`src/rtl/m_pcpi_dispatch.sv`:
```
// PCPI issue stage for the RV32M unit: decodes and claims M instructions, holds
// operands toward the M unit, and returns a one-cycle response with timeout/abort recovery.
module m_pcpi_dispatch #(
  parameter int unsigned TIMEOUT_CYCLES = 64,
  parameter int unsigned ENABLE_DIV     = 1
) (
  input  logic        clk,
  input  logic        rst,
  input  logic        pcpi_valid,
  input  logic [31:0] pcpi_insn,
  input  logic [31:0] pcpi_rs1,
  input  logic [31:0] pcpi_rs2,
  output logic        pcpi_wr,
  output logic [31:0] pcpi_rd,
  output logic        pcpi_wait,
  output logic        pcpi_ready,
  output logic        m_valid,
  output logic [31:0] m_instruction,
  output logic [31:0] m_rs1,
  output logic [31:0] m_rs2,
  input  logic        m_wr,
  input  logic [31:0] m_rd,
  input  logic        m_busy,
  input  logic        m_ready,
  output logic        timeout_err
);

  localparam int unsigned CNT_W = (TIMEOUT_CYCLES > 1) ? $clog2(TIMEOUT_CYCLES) : 1;
  localparam logic [CNT_W-1:0] CNT_LAST = CNT_W'(TIMEOUT_CYCLES - 1);

  typedef enum logic [1:0] {IDLE, BUSY, RESP, DRAIN} state_t;

  state_t           state;
  logic [CNT_W-1:0] cnt;
  logic             claim;

  assign claim = (pcpi_insn[6:0] == 7'b0110011) && (pcpi_insn[31:25] == 7'b0000001) &&
                 ((ENABLE_DIV != 0) || !pcpi_insn[14]);

  always_ff @(posedge clk or posedge rst) begin
    if (rst) begin
      state         <= IDLE;
      cnt           <= '0;
      m_instruction <= '0;
      m_rs1         <= '0;
      m_rs2         <= '0;
      m_valid       <= 1'b0;
      pcpi_wait     <= 1'b0;
      pcpi_ready    <= 1'b0;
      pcpi_wr       <= 1'b0;
      pcpi_rd       <= '0;
      timeout_err   <= 1'b0;
    end else begin
      // response fields are only non-zero during the single RESP cycle
      pcpi_ready <= 1'b0;
      pcpi_wr    <= 1'b0;
      pcpi_rd    <= '0;
      unique case (state)
        IDLE: begin
          if (pcpi_valid && claim) begin
            m_instruction <= pcpi_insn;
            m_rs1         <= pcpi_rs1;
            m_rs2         <= pcpi_rs2;
            cnt           <= '0;
            m_valid       <= 1'b1;
            pcpi_wait     <= 1'b1;
            state         <= BUSY;
          end
        end
        BUSY: begin
          if (m_ready) begin
            m_valid    <= 1'b0;
            pcpi_wait  <= 1'b0;
            pcpi_ready <= 1'b1;
            pcpi_wr    <= m_wr;
            pcpi_rd    <= m_rd;
            state      <= RESP;
          end else if (cnt == CNT_LAST) begin
            m_valid     <= 1'b0;
            pcpi_wait   <= 1'b0;
            pcpi_ready  <= 1'b1;
            timeout_err <= 1'b1;
            state       <= RESP;
          end else if (!pcpi_valid) begin
            m_valid   <= 1'b0;
            pcpi_wait <= 1'b0;
            state     <= DRAIN;
          end else begin
            cnt <= cnt + CNT_W'(1);
          end
        end
        RESP: state <= DRAIN;
        DRAIN: begin
          // wait for the core to drop the request and the M unit to go quiet
          if (!pcpi_valid && !m_busy) state <= IDLE;
        end
        default: state <= IDLE;
      endcase
    end
  end

endmodule

```
`config.mk`:
```
export PLATFORM = sky130hd
export DESIGN_NAME = m_pcpi_dispatch
export DESIGN_NICKNAME = d
export VERILOG_FILES = /design/src/rtl/m_pcpi_dispatch.sv
export SDC_FILE = /design/constraint.sdc
export NUM_CORES = 1
export LEC_CHECK = 0
export ABC_AREA = 1
export BUFFER_PORTS_ARGS = -buffer_cell sky130_fd_sc_hd__buf_2
export CELL_PAD_IN_SITES_DETAIL_PLACEMENT = 1
export CELL_PAD_IN_SITES_GLOBAL_PLACEMENT = 2
export CORE_UTILIZATION = 27
export CTS_BUF_LIST = sky130_fd_sc_hd__clkbuf_8
export DETAILED_ROUTE_END_ITERATION = 8
export PLACE_DENSITY = 0.82
export SKIP_LAST_GASP = 1
export SLEW_MARGIN = 20
export SYNTH_ARGS = -nofsm -noshare
export SYNTH_HDL_FRONTEND = slang
export SYNTH_SLANG_ARGS = --single-unit
```
`constraint.sdc`:
```
create_clock -name clk -period 5.6 [get_ports clk]
set_clock_uncertainty 0.1 [all_clocks]
set_input_delay 0.56 -clock clk [delete_from_list [all_inputs] [get_ports clk]]
set_output_delay 0.56 -clock clk [all_outputs]
set_load 0.05 [all_outputs]
```
==> impl_metrics.yaml, run 1 <==
global_routing:
  grt_max_degree: 113
  antenna_found_initial: 1
  overflow: 0
  grt_util_met1: 0.193
  grt_use_met2: 0.239
  grt-busiest-layer: "met2"
  grt_use_total: 0.152
  grt_pass1_wl_um: 25700
  grt_use_met3: 0.0625
  grt_pass1_vias: 4814
placed_design:
  gp_congestion: 0.735
  place_inst: 1116
  port_buffers: 266
  hpwl_um: 11400
detailed_routing:
  routed_via_density: 4.10
  drc: 0
  wl_um: 15600
  vias: 4711
  first_pass_iters: 4
  drt_iter0_markers: 170
  ant_nets: 0
  post_drt_wl_per_cell_um: 13.6
yosys:
  avgSynthCellArea_um2: 9.39
  synth-seq-area-share: 0.621
  syn-cell-area_um2: 5640
  ys_types: 23
  ys_ff_latch: 140
  ys_warn_count: 0
  syn_inst: 601
  syn-num-nets: 740
cells_and_area:
  final_net_count: 1004
  antennaDiodeCount: 0
  stdcell_count: 1148
  drive_above_1_share: 0.377
  syn_to_final_growth_pct: 33.4
  postLayoutCoreUtil: 0.370
sta:
  rsz0062_at_grt: "false"
  fin_crit_sh: 0.448
  fin_crit_ns: 2.51
  worstMarginPinSlew_ns: 0.871
  hold_viol: 0
  report.final.setup_viol: 0
  timing.fmax_ghz: 0.399
  setup_tns_ns: 0
  maxSlewViolCount: 0
  max_slew_margin: 0.420
critical_path:
  crit_fanout: 112
  cp-start-kind: "flip-flop"
  worstSetupPathType: "reg2reg"
  arrival_ns: 2.71
  crit_slowest_cell: "nand3_4"
  cpPeakStageDelay_ns: 0.64
  critPathBufInv: 2
  path_cells: "inv_1 > ha_1 > nand3_4 > buf_12 > nand2_1 > o21ai_1"
  required_ns: 5.80
  end_kind: "flip-flop"
  critPathTopFamily: "simple AND/OR/NAND/NOR gates"
cts:
  post-cts-setup-buffers: 0
  ctsHoldBuffers: 0
  clk_path_buf_depth: 2
  root_buffer: "clkbuf_8"
  insertion_delay_ns: 0.43
  numCtsBuffers: 17
  h-tree-depth: 4
  tritoncts: "built"
  clkTransAtPathRegs_ns: 0.10
  cts_num_sinks: 140
  cts_resized: 0
power:
  combPwrFrac: 0.211
  p_seq_frac: 0.456
  switching_share: 0.350
  powerDensity_nw_per_um2: 317
  peakVddDrop_mv: 0.178
  power.leakage_uw: 0.00469
  p_clk_frac: 0.333
  intPower_uw: 1550
  switchingPower_uw: 837
die:
  start_util: 0.277
  die_w_um: 147
  num_io_pins: 267
  dieHeight_um: 147
  dieArea_um2: 21500
  coreArea_um2: 20400
  core.rowCount: 52
flow_run:
  cap_violations: 0
hold_path:
  hold_class: "in2async"
status:
  status: "finished clean"
state kept, by name, indices dropped and copies added, names as in the netlist:
| register | cells |
|---|---|
| pcpi_ready | 1 |
| pcpi_wr | 1 |
| state | 2 |
| cnt | 6 |
| m_valid | 1 |
| m_rs1 | 32 |
| m_instruction | 32 |
| pcpi_rd | 32 |
| timeout_err | 1 |
| m_rs2 | 32 |
cells by family after synthesis:
family | after synthesis | share of synthesized area
compound gates | 87 | 0.0924
flops | 140 | 0.621
buf+inv | 165 | 0.129
xor+xnor | 1 | 0.00155
simple gates | 203 | 0.145
fa+ha+maj | 5 | 0.0111
per-stage QoR:
| step | hold slack [ns] | total power [uW] | area, um2 | setup WS (ns) |
|---|---|---|---|---|
| after global placement | 0.343 | 1610 | 7150 | 2.93 |
| after global routing | 0.167 | 2530 | 7530 | 2.86 |
| after CTS | 0.159 | 2440 | 7530 | 3.04 |
| after detailed placement | 0.345 | 1620 | 7150 | 2.87 |
| after floorplan | 0.370 | 1470 | 5640 | 1.19 |
| final | 0.179 | 2390 | 7530 | 3.09 |
synth_stat cells:
cell type,number,share of area
dfrtp_1,140,0.62
o21ai_0,4,0.0035
nand2_1,137,0.091
a31o_2,1,0.0016
nand4_1,1,0.0011
nand3b_1,1,0.0013
xor2_1,1,0.0016
nor2_2,3,0.0033
clkbuf_1,8,0.0053
or2_2,1,0.0011
nand2_4,1,0.0020
nor2_1,43,0.029
buf_6,13,0.026
buf_4,3,0.0040
nand3_1,14,0.012
o21ai_2,22,0.034
a21oi_1,2,0.0018
nand3_4,1,0.0031
o21ai_1,58,0.051
inv_1,140,0.093
nand2_2,1,0.0011
inv_2,1,0.00066
ha_1,5,0.011
routing by layer:
| metal | vias to the layer above | wire, um |
|---|---|---|
| met3 | 10 | 1380 |
| met4 | 2 | 86 |
| met2 | 185 | 7140 |
| met5 | - | 8 |
| met1 | 2217 | 6980 |
| li1 | 2297 | - |
layout by cell type, fill, tap and decap left out, types with 2 or more instances in the layout:
master	n
buf_2	266
inv_1	141
dfrtp_1	140
nand2_1	137
o21ai_1	58
nor2_1	43
o21ai_2	22
clkbuf_8	17
nand3_1	14
inv_6	6
ha_1	5
clkinvlp_4	5
o21ai_0	4
nor2_2	3
a21oi_1	2
buf_4	2
final timing paths:
| path | from | slack [ns] | end | cells after the start |
|---|---|---|---|---|
| setup / recovery | state[1]$_DFFE_PP0P_ | 3.09 | m_instruction[10]$_DFFE_PP0P_ | 6 |
| hold / removal | rst | 0.18 | pcpi_rd[4]$_DFF_PP0_ | 2 |
| setup reg to reg | state[1]$_DFFE_PP0P_ | 3.09 | m_instruction[10]$_DFFE_PP0P_ | 6 |
| hold reg to reg | m_instruction[4]$_DFFE_PP0P_ | 0.36 | m_instruction[4]$_DFFE_PP0P_ | 2 |
| max in group asynchronous | rst | 3.95 | pcpi_rd[13]$_DFF_PP0_ | 3 |
| min in group clk | m_rd[22] | 0.21 | pcpi_rd[22]$_DFF_PP0_ | 3 |
power groups by stage:
stage / logic [uW] / clock network, uW / registers [uW]
after global routing: 562 / 871 / 1100
after detailed placement: 513 / 0 / 1110
after global placement: 506 / 0 / 1110
after CTS: 515 / 835 / 1090
after floorplan: 221 / 0 / 1250
final: 503 / 795 / 1090
final cells by class:
type | count | area (um2)
Multi-Input combinational cell | 296 | 1410
Fill cell | 2501 | 12800
Clock buffer | 17 | 234
Tap cell | 270 | 338
Timing Repair Buffer | 269 | 1370
Inverter | 141 | 534
Clock inverter | 15 | 139
Sequential cell | 140 | 3500
(Power assumes the default switching activity.)
==> run 2: changes to the inputs <==
- CORE_UTILIZATION: 27 -> 24
- PLACE_DENSITY: 0.82 -> 0.77
- clock period: 5.6 -> 2.3 ns (I/O delays scaled with it)
==> impl_metrics.yaml, run 2 (synthesis results as in run 1) <==
cells_and_area:
  multi_input_area_um2: 1410
  layout_commonest_cell: "buf_2"
  final_net_count: 1126
  syn_to_final_growth_pct: 57.1
  drive_above_1_share: 0.336
  nFillCells: 2756
  fin_area_um2: 8870
  seq_area_um2: 3500
  final_cell_mix: "266 x buf_2, 140 x inv_1, 140 x dfrtp_1, 137 x nand2_1, 117 x dlygate4sd3_1"
  antennaDiodeCount: 0
die:
  dieArea_um2: 24100
  coreArea_um2: 22800
  num_io_pins: 267
  dieHeight_um: 155
  start_util: 0.247
  die_w_um: 155
  core.rowCount: 55
sta:
  fin_crit_ns: 1.89
  setup_tns_ns: 0
  maxSlewViolCount: 0
  hold_slack_ns: 0.102
  timing.fmax_ghz: 0.528
  max_slew_margin: 0.509
  hold_viol: 0
  report.final.setup_viol: 0
  fin_crit_sh: 0.823
  worstMarginPinSlew_ns: 0.736
  rsz0062_at_grt: "false"
critical_path:
  crit_fanout: 7
  worstSetupPathType: "reg2reg"
  cpPeakStageDelay_ns: 0.42
  end_kind: "flip-flop"
  path_cells: "inv_1 > ha_1 > inv_2 > nor2_2 > nand3_1 > nand2_2 > nand2_4 > nand2_1 > nand2_1"
  cp-start-kind: "flip-flop"
  cp_common_cell: "nand2_1"
  arrival_ns: 2.11
  crit_slowest_cell: "dfrtp_1"
  required_ns: 2.52
hold_path:
  hold_class: "in2reg"
placed_design:
  port_buffers: 266
  hpwl_um: 11900
  gp_congestion: 0.709
  place_area_um2: 7280
global_routing:
  grt_use_total: 0.154
  overflow: 0
  antenna_found_initial: 0
  grt_max_degree: 86
  grt_pass1_vias: 5754
  grt_pass1_wl_um: 28900
power:
  powerDensity_nw_per_um2: 695
  peakVddDrop_mv: 0.560
  power.leakage_uw: 0.00523
cts:
  post-cts-setup-buffers: 0
  cts_resized: 0
  root_buffer: "clkbuf_8"
  clkTransAtPathRegs_ns: 0.09
  h-tree-depth: 4
  ctsHoldBuffers: 117
  numCtsBuffers: 17
  clk_path_buf_depth: 2
  insertion_delay_ns: 0.44
  tritoncts: "built"
  cts_num_sinks: 140
status:
  status: "finished clean"
detailed_routing:
  wl_um: 17900
  ant_nets: 0
  first_pass_iters: 4
  drc: 0
  drt_iter0_markers: 187
  post_drt_wl_per_cell_um: 13.7
  routed_via_density: 3.95
  vias: 5184
flow_run:
  cap_violations: 0
[run 2: cell types whose count changed in the layout (fill, tap and decap cells not counted), moves of 2 or more]
cell,previous run,this run
buf_12,1,4
buf_4,2,4
bufinv_16,1,3
clkinv_4,1,4
clkinvlp_4,5,3
dlygate4sd3_1,0,117
inv_6,6,2
[run 2: per-layer routing]
metal	global-route usage	part of all wire	vias up	wire (um)
met1	0.168	0.40	2429	7200
met2	0.274	0.50	193	8950
met4	0.0542	0.018	0	318
met3	0.0582	0.082	22	1480
li1	-	-	2540	-
met5	0	0	-	0
[run 2: area by class of cell]
cell class / instances / share of cell area
Tap cell: 313 / 0.0442
Clock buffer: 18 / 0.0279
Clock inverter: 13 / 0.0188
Inverter: 141 / 0.0601
Sequential cell: 140 / 0.395
Multi-Input combinational cell: 296 / 0.159
Timing Repair Buffer: 391 / 0.295
[run 2: report_power, final]
| part | switching [uW] | internal [uW] |
|---|---|---|
| logic | 945 | 470 |
| clock network | 993 | 1100 |
| registers | 64.4 | 2580 |
[run 2: through the flow]
| stage | setup slack, ns | util | total power, uW | instances |
|---|---|---|---|---|
| 3_3_place_gp | 0.466 | 0.319 | 3950 | 1164 |
| 4_1_cts | 0.379 | 0.388 | 6280 | 1312 |
| 6_report | 0.407 | 0.388 | 6160 | 1312 |
| 2_1_floorplan | 0.221 | - | 3570 | 601 |
| 3_5_place_dp | 0.413 | 0.319 | 3960 | 1164 |
| 5_1_grt | 0.178 | 0.388 | 6530 | 1312 |
[run 2: path summary, 6_finish.rpt]
check,slack (ns),end,startpoint,cells past startpoint
max,0.41,cnt[5]$_DFFE_PP0P_,state[1]$_DFFE_PP0P_,9
min,0.10,state[0]$_DFFE_PP0P_,m_busy,6
max reg2reg,0.41,cnt[5]$_DFFE_PP0P_,state[1]$_DFFE_PP0P_,9
min reg2reg,0.36,m_instruction[31]$_DFFE_PP0P_,m_instruction[31]$_DFFE_PP0P_,2
max in group asynchronous,1.06,m_rs1[19]$_DFFE_PP0P_,rst,4
min in group asynchronous,0.38,pcpi_rd[29]$_DFF_PP0_,rst,4
[run 2: worst max-delay path: cells and delay by family, from the launching register on]
family / cells / cell delay [ns]
AND/OR/NAND/NOR: 6 / 0.71
buffers and inverters: 2 / 0.23
adder cells (fa/ha/maj): 1 / 0.31
flip-flops: 1 / 0.42
==> run 3: changes to the inputs <==
- ABC_AREA: 1 -> 0
- CORE_UTILIZATION: 24 -> 27
- PLACE_DENSITY: 0.77 -> 0.78
- clock period: 2.3 -> 1.57 ns (I/O delays scaled with it)
==> impl_metrics.yaml, run 3 <==
placed_design:
  gp_congestion: 0.702
  port_buffers: 266
  hpwl_um: 11200
  place_inst: 896
critical_path:
  worstSetupPathType: "reg2reg"
  required_ns: 1.80
  arrival_ns: 1.94
  crit_fanout: 5
  cp-start-kind: "flip-flop"
  end_kind: "flip-flop"
yosys:
  syn-num-nets: 490
  avgSynthCellArea_um2: 15.3
  ys_warn_count: 0
  yosys-top-cells-count: "140 x dfrtp_1, 57 x mux2_2, 33 x and3_1"
  synth.area.top_cells: "dfrtp_1 65%, mux2_2 12%, mux2_4 7.3%, and3_1 3.9%, ha_1 1.2%"
  syn-cell-area_um2: 5360
  synth-edff-count: 0
  synth_top_flop_cell: "dfrtp_1"
  yosysTopAreaCellShare: 0.654
  async_flop_share: 1.00
  synth-seq-area-share: 0.654
  yosysMostFrequentCell: "dfrtp_1"
  ys_ff_latch: 140
  ys_types: 36
  syn_inst: 351
  yosysTopAreaCell: "dfrtp_1"
power:
  p_seq_frac: 0.405
  powerDensity_nw_per_um2: 1050
  switching_share: 0.329
  intPower_uw: 6540
  peakVddDrop_mv: 0.686
  switchingPower_uw: 3210
  power.leakage_uw: 0.00528
  p_clk_frac: 0.310
  combPwrFrac: 0.285
sta:
  worstMarginPinSlew_ns: 0.470
  hold_viol: 0
  timing.fmax_ghz: 0.584
  setup_slack_ns: -0.143
  fin_crit_sh: 1.09
  fin_crit_ns: 1.71
  report.final.setup_viol: 89
  max_slew_margin: 0.686
  rsz0062_at_grt: "true"
  maxSlewViolCount: 0
  hold_slack_ns: 0.154
cells_and_area:
  nFillCells: 2090
  final_net_count: 923
  final_cell_mix: "266 x buf_2, 139 x dfrtp_1, 116 x dlygate4sd3_1, 56 x mux2_2, 33 x and3_1"
  syn_to_final_growth_pct: 74.1
  drive_above_1_share: 0.581
  layout_commonest_cell: "buf_2"
  stdcell_count: 1063
cts:
  cts_num_sinks: 140
  numCtsBuffers: 17
  h-tree-depth: 4
  clkTransAtPathRegs_ns: 0.09
  tritoncts: "built"
  root_buffer: "clkbuf_8"
  clk_path_buf_depth: 2
  insertion_delay_ns: 0.43
detailed_routing:
  first_pass_iters: 5
  drt_iter0_markers: 76
  wl_um: 19000
  post_drt_wl_per_cell_um: 17.9
  vias: 4631
  drc: 0
  routed_via_density: 4.36
  ant_nets: 0
global_routing:
  grt_max_degree: 53
  grt_use_total: 0.184
  overflow: 0
  grt_pass1_wl_um: 28000
  grt_pass1_vias: 5304
  antenna_found_initial: 1
die:
  start_util: 0.275
  coreArea_um2: 19500
  dieHeight_um: 143
  die_w_um: 143
  core.rowCount: 51
  dieArea_um2: 20400
  num_io_pins: 267
status:
  violations: "setup timing"
  status: "finished, violations left"
flow_run:
  cap_violations: 0
hold_path:
  hold_class: "in2reg"
run 3: changes by cell type after synthesis, sizes merged, moves of 3 or more:
cell and delta:
and4bb +3, nor2 -43, and2 +9, nand2b +6, o21ai -78, nand2 -135
buf -5, inv -132, and3 +33, nand3 -12, a31oi +6, mux2 +83
run 3: power by group through the flow:
stage	combinational [uW]	clock [uW]	sequential (uW)
after floorplan	719	0	4480
after global placement	1920	0	3980
after detailed placement	2010	0	4000
after CTS	2460	3110	3940
after global routing	2990	3290	3980
final	2780	3020	3950
run 3: repair_timing:
action,CTS,global route
endpoints found under the hold margin,183,0
gates cloned,2,2
resized for setup,31,26
endpoints found under the setup margin,90,105
pin swaps,5,9
hold buffers,116,0
setup buffers,6,9
run 3: layer usage:
metal  vias to the layer above  global-route usage  share of wire
met4                         0              0.0985          0.039
li1                       2102                   -              -
met5                         -                   0              0
met3                        57              0.0409          0.052
met1                      2297               0.182           0.35
met2                       175               0.354           0.56
run 3: metrics by stage:
stage	total power [uW]	area, um2	util	setup TNS, ns	worst slack [ns]
floorplan	5200	5400	-	-61.17	-0.436
global route	10300	9330	0.479	-13.03	-0.209
global placement	5910	7230	0.371	-7.79	-0.132
CTS	9510	9060	0.465	-3.80	-0.142
finish	9750	9330	0.479	-7.81	-0.143
detailed placement	6000	7230	0.371	-10.06	-0.237
run 3: cells by family (layout without fill, tap and decap cells):
logic type      after synthesis  in the layout  share of synthesized area
other cells                   0              1                          0
mux                          83             83                      0.193
fa+ha+maj                     5              5                     0.0117
simple gates                 70             71                     0.0825
flops                       140            140                      0.654
buf+inv                      28            473                     0.0273
compound gates               25             25                     0.0318
run 3: area by class of cell:
type / instances / area (um2) / share of cell area
sequential: 140 / 3500 / 0.376
timing repair buffer: 432 / 3080 / 0.330
multi-input combinational: 184 / 1970 / 0.211
tap: 265 / 332 / 0.0356
clock buffer: 18 / 248 / 0.0266
clock inverter: 14 / 158 / 0.0169
inverter: 9 / 37.5 / 0.00402
antenna: 1 / 2.50 / 0.000268
run 3: final timing paths:
| path | from | to | slack (ns) | depth (start not counted) |
|---|---|---|---|---|
| worst max-delay path | state[0]$_DFFE_PP0P_ | state[1]$_DFFE_PP0P_ | -0.14 | 6 |
| worst min-delay path | m_ready | pcpi_rd[1]$_DFF_PP0_ | 0.15 | 3 |
| worst max register to register | state[0]$_DFFE_PP0P_ | state[1]$_DFFE_PP0P_ | -0.14 | 6 |
| worst min register to register | m_instruction[25]$_DFFE_PP0P_ | m_instruction[25]$_DFFE_PP0P_ | 0.37 | 1 |
| max in group asynchronous | rst | state[0]$_DFFE_PP0P_ | 0.54 | 4 |
| min in group asynchronous | rst | m_rs1[12]$_DFFE_PP0P_ | 0.18 | 3 |
run 3: critical path, cell delays in order, from the launching register on:
cell and delay, ns:
dfrtp_2 0.47, inv_2 0.10, ha_4 0.19, inv_2 0.05, a41o_4 0.27, o21ai_2 0.10
mux2_4 0.32
